### src/rtl/timebase_scan_gen.sv
// Programmable-period tick generator (periodic / one-shot, pause, sync clear) plus free-running display scan.
// Optional blink square wave on tick, enabled by defining TIMEBASE_BLINK_EN.
module timebase_scan_gen #(
   parameter int unsigned CNT_W          = 27,
   parameter int unsigned PERIOD_DEFAULT = 50_000_000,
   parameter int unsigned SCAN_DIV       = 512,
   parameter int unsigned NDIG           = 4,
   parameter int unsigned SEL_W          = 2
) (
   input  logic             clk,
   input  logic             rst,
   input  logic             en_i,
   input  logic             clr_i,
   input  logic             mode_i,
   input  logic             ld_i,
   input  logic [CNT_W-1:0] period_in_i,
   output logic             tick_o,
   output logic             busy_o,
   output logic             done_o,
   output logic [7:0]       tick_cnt_o,
   output logic [SEL_W-1:0] sel_o,
   output logic             blink_o
);

   localparam int unsigned PSC_W = (SCAN_DIV > 1) ? $clog2(SCAN_DIV) : 1;

   typedef enum logic [1:0] {S_IDLE, S_RUN, S_PAUSE, S_DONE} state_t;

   state_t             state_q;
   logic [CNT_W-1:0]   count_q;
   logic [CNT_W-1:0]   period_q;
   logic               tick_q;
   logic [7:0]         tick_cnt_q;
   logic [PSC_W-1:0]   psc_q;
   logic [SEL_W-1:0]   sel_q;
   logic               wrap_c;
   logic               tick_d;
   logic [CNT_W-1:0]   period_d;

   // A wrap in RUN always produces a tick unless clr overrides it, even alongside ld.
   assign wrap_c   = (state_q == S_RUN) && (count_q == period_q - CNT_W'(1));
   assign tick_d   = wrap_c && !clr_i;
   assign period_d = (period_in_i == '0) ? CNT_W'(1) : period_in_i;

   always_ff @(posedge clk or posedge rst) begin
      if (rst) begin
         state_q    <= S_IDLE;
         count_q    <= '0;
         period_q   <= CNT_W'(PERIOD_DEFAULT);
         tick_q     <= 1'b0;
         tick_cnt_q <= '0;
      end else begin
         tick_q <= tick_d;
         if (tick_d) tick_cnt_q <= tick_cnt_q + 8'd1;
         if (clr_i) begin
            state_q    <= S_IDLE;
            count_q    <= '0;
            tick_cnt_q <= '0;
         end else if (ld_i) begin
            period_q <= period_d;
            count_q  <= '0;
            if (state_q == S_DONE) state_q <= en_i ? S_RUN : S_IDLE;
         end else begin
            case (state_q)
               S_IDLE: begin
                  count_q <= '0;
                  if (en_i) state_q <= S_RUN;
               end
               S_RUN: begin
                  if (wrap_c) begin
                     count_q <= '0;
                     if (mode_i)     state_q <= S_DONE;
                     else if (!en_i) state_q <= S_PAUSE;
                  end else if (!en_i) begin
                     state_q <= S_PAUSE;
                  end else begin
                     count_q <= count_q + CNT_W'(1);
                  end
               end
               S_PAUSE: if (en_i) state_q <= S_RUN;
               S_DONE:  count_q <= '0;
               default: state_q <= S_IDLE;
            endcase
         end
      end
   end

   // Scan prescaler and digit select run from reset regardless of the tick path.
   always_ff @(posedge clk or posedge rst) begin
      if (rst) begin
         psc_q <= '0;
         sel_q <= '0;
      end else if (psc_q == PSC_W'(SCAN_DIV - 1)) begin
         psc_q <= '0;
         sel_q <= (sel_q == SEL_W'(NDIG - 1)) ? '0 : sel_q + SEL_W'(1);
      end else begin
         psc_q <= psc_q + PSC_W'(1);
      end
   end

`ifdef TIMEBASE_BLINK_EN
   logic blink_q;
   always_ff @(posedge clk or posedge rst) begin
      if (rst)         blink_q <= 1'b0;
      else if (clr_i)  blink_q <= 1'b0;
      else if (tick_d) blink_q <= ~blink_q;
   end
   assign blink_o = blink_q;
`else
   assign blink_o = 1'b0;
`endif

   assign tick_o     = tick_q;
   assign tick_cnt_o = tick_cnt_q;
   assign sel_o      = sel_q;
   assign busy_o     = (state_q == S_RUN) || (state_q == S_PAUSE);
   assign done_o     = (state_q == S_DONE);

endmodule

### config.mk
export PLATFORM = sky130hd
export DESIGN_NAME = timebase_scan_gen
export DESIGN_NICKNAME = d
export VERILOG_FILES = /design/src/rtl/timebase_scan_gen.sv
export SDC_FILE = /design/constraint.sdc
export NUM_CORES = 1
export LEC_CHECK = 0
export BUFFER_PORTS_ARGS = -buffer_cell sky130_fd_sc_hd__clkbuf_2
export CAP_MARGIN = 10
export CORE_MARGIN = 2
export CORE_UTILIZATION = 55
export CTS_BUF_LIST = sky130_fd_sc_hd__clkbuf_4 sky130_fd_sc_hd__clkbuf_8
export DETAILED_ROUTE_END_ITERATION = 6
export GPL_ROUTABILITY_DRIVEN = 0
export GPL_TIMING_DRIVEN = 0
export HOLD_SLACK_MARGIN = 0.12
export PLACE_DENSITY = 0.74
export RECOVER_POWER = 100
export SLEW_MARGIN = 20
export SYNTH_ARGS = -nofsm -noshare
export SYNTH_HDL_FRONTEND = slang
export SYNTH_SLANG_ARGS = --single-unit
### constraint.sdc
create_clock -name clk -period 9.5 [get_ports clk]
set_clock_uncertainty 0.15 [all_clocks]
set_input_delay 0.475 -clock clk [delete_from_list [all_inputs] [get_ports clk]]
set_output_delay 0.475 -clock clk [all_outputs]
set_load 0.05 [all_outputs]
==> qor.csv <==
metric;value;unit
status;finished with violations;
violations;capacitance limit, slew limit;
place_hpwl;9384;um
totalWireLength;12730;um
synth_fp_nets;578;
utilization;63.63;%
syn_avg_cell_area;9.439;um^2
synth.area.top_cells;dfrtp_1 (32%), dfstp_2 (6.2%), mux2_2 (6.0%);
stdcell_area;5603;um^2
synth_compound_area_share;15.51;%
min_path_cells;3;
grt-ovfl-total;0;
r2r_setup_slack;3730;ps
setup_violations;0;
clk_pin_slew;90;ps
clockBufferDepth;2;
antenna_found_initial;0;
slew-limit-headroom;-75.71;%
min_to;period_q[14];
syn-cell-area;5050;um^2
drt_pre_antenna_iters;6;
crit_type;reg2reg;
syn_inst;535;
fin_crit_sh;60.71;%
yosys.cell_types.count;73;
grt_pass1_wl;21850;um
postCtsSetupBuffers;0;
endpoint_kind;flop;
power;0.8033;mW
path_max_fanout;10;
wire_per_inst;18.06;um
slew_violations;59;
ios;47;
finalNonFillerCells;705;
yosysSeqAreaShare;37.96;%
die_x;99.82;um
dpl_cell_area;5435;um^2
synth_warnings;0;
fmax;173.4;MHz
slowest_stage;nor4_1;
die_h;99.82;um
viasPerCell;6.406;
yosys.area_share.adder;2.478;%
rsz0062_at_grt;no;
r2r-start;period_q[0];
worst-path-buf-inv;2;
drtIter0Drc;258;
drc;0;
period_needed;5768;ps
hold_path.startpoint;period_in_i[14];
port_buffers;44;
antenna_left;0;
synth_xor_area_share;6.938;%
core;8806;um^2
ir_drop;0.07959;mV
dieArea;9964;um^2
synth_flop_cell;dfrtp_1;
slowest_delay;1360;ps
drive_gt1_share;18.26;%
layout_commonest_cell;dfrtp_1;
cts_root_buf;clkbuf_8;
vias;4516;
synth-edff-count;0;
antenna_cells;0;
arrival;5870;ps
grt_pass1_vias;4579;
async_flop_share;100.0;%
cts_tree;built;
cp.required;9600;ps
reg2reg_to;count_q[4];
synth_top_family_by_area;simple AND/OR/NAND/NOR gates;
fin_setup_tns;0;ps
p_leak;2.188;nW
yosysTopAreaCell;dfrtp_1;
initial_utilization;57.35;%
worst_pin_slew;2636;ps
final_nets;635;
cp-start-kind;flop;
netlist.area_leader.share;31.71;%
h-tree-depth;3;
synth-seq-cells;76;
p_per_area;143.4;nW/um^2
gr-usage-all-layers;27.22;%
num_rows;34;
cts_buffers;9;
clock_latency;360;ps
hold_viol;0;
dpl.cell_count;688;
crit_family;simple AND/OR/NAND/NOR gates;
clock-sinks;76;
maxCapViolCount;2;
synth_mux_area_share;6.417;%
crit_chain;inv_1 -> ha_1 -> nor3b_1 -> nand4_1 -> or3_1 -> o31a_1 -> a21o_1 -> nor4_1 -> or4b_2 -> clkbuf_1 -> o21bai_1 -> a22o_1;
grt_max_degree;50;
areaGrowthSynthToFinish;10.95;%
synthSimpleGateAreaFrac;26.86;%
layout_common_cells;dfrtp_1 (64), nand2_1 (37), nor2_1 (36), clkbuf_1 (34), clkbuf_2 (31);
r2r_cells;12;
min_path_type;in2reg;
[flip-flops by register name (all words and copies together), names as in the netlist]
name,count
count_q,27
tick_cnt_o,8
tick_o,1
period_q,27
psc_q,9
state_q,2
sel_o,2
[cell families (layout without fill, tap and decap cells)]
group,Yosys count,in the layout
DFF,76,76
AOI/OAI and AO/OA,111,111
muxes,29,29
xor gates and xnor gates,40,40
other,1,1
and+or+nand+nor,227,227
buffers and inverters,41,103
adders and majority gates,10,10
[worst reg2reg max path, stage by stage, from the launching register on]
cell	delay (ps)
dfrtp_1	460
inv_1	110
ha_1	210
nor3b_1	780
nand4_1	480
or3_1	440
o31a_1	320
a21o_1	190
nor4_1	1360
or4b_2	370
clkbuf_1	400
o21bai_1	150
a22o_1	240
[power breakdown]
group / internal (mW) / leakage [nW] / switching [mW] / total [mW]
clock: 0.150 / 0.114 / 0.134 / 0.283
combinational: 0.0612 / 1.10 / 0.0872 / 0.148
sequential: 0.347 / 0.973 / 0.0250 / 0.372
total: 0.558 / 2.19 / 0.246 / 0.803
[per-stage QoR]
step / hold WS, ps / setup WS [ps]
6_report: 179.4 / 3732
5_1_grt: 196.0 / 3564
4_1_cts: 173.4 / 4838
3_5_place_dp: 310.0 / 4869
3_3_place_gp: 288.2 / 4912
2_1_floorplan: 275.1 / 5706
[synthesized netlist by cell type, types with 4 or more instances]
library cell	number
dfstp_2	12
o31ai_1	12
xor2_1	15
inv_1	11
nor2_1	35
o211ai_1	6
nand4_1	15
dfrtp_1	64
nand2_1	37
xnor2_1	25
clkbuf_1	17
o21ai_0	22
mux2_2	27
nand3_1	16
a211oi_1	4
nor2b_1	12
or4_1	14
nor4_1	14
nor3_1	15
a21oi_1	17
or3_1	13
buf_2	5
and3_1	17
ha_1	10
a22o_1	8
o21bai_1	8
nand2b_1	8
[routing by layer]
metal | up-vias | GRT usage, % | routed length [um]
met5 | - | 0 | 0
met4 | 0 | 12.01 | 374
met3 | 36 | 3.552 | 584
met2 | 155 | 45.27 | 6089
met1 | 2201 | 35.76 | 5682
li1 | 2124 | - | -
[layout make-up]
cell class              count  area (um^2)
multi-input cells         418         2919
fillers                   739         3203
inverters                  11        42.54
clock inverters             7        100.1
flip-flops and latches     76         1917
clock buffers               9        123.9
repair buffers             46        217.7
well taps                 108        135.1
plain buffers              30        147.6
[worst max path at each step]
stage / start / endpoint / slack (ps) / cells after the start
floorplan: period_q[0] / count_q[23] / 5710 / 14
global placement: period_q[0] / count_q[22] / 4910 / 12
detailed placement: period_q[0] / count_q[19] / 4870 / 12
CTS: period_q[0] / count_q[19] / 4840 / 12
global route: period_q[0] / count_q[4] / 3560 / 12
finish: period_q[0] / count_q[4] / 3730 / 12
[what timing repair did]
action                                 in CTS  in global routing
gates resized for setup                     0                  0
endpoints found under the hold margin      21                  0
setup endpoints to repair                   0                  0
hold buffers                                1                  0
Power figures use the tool's default switching activity.
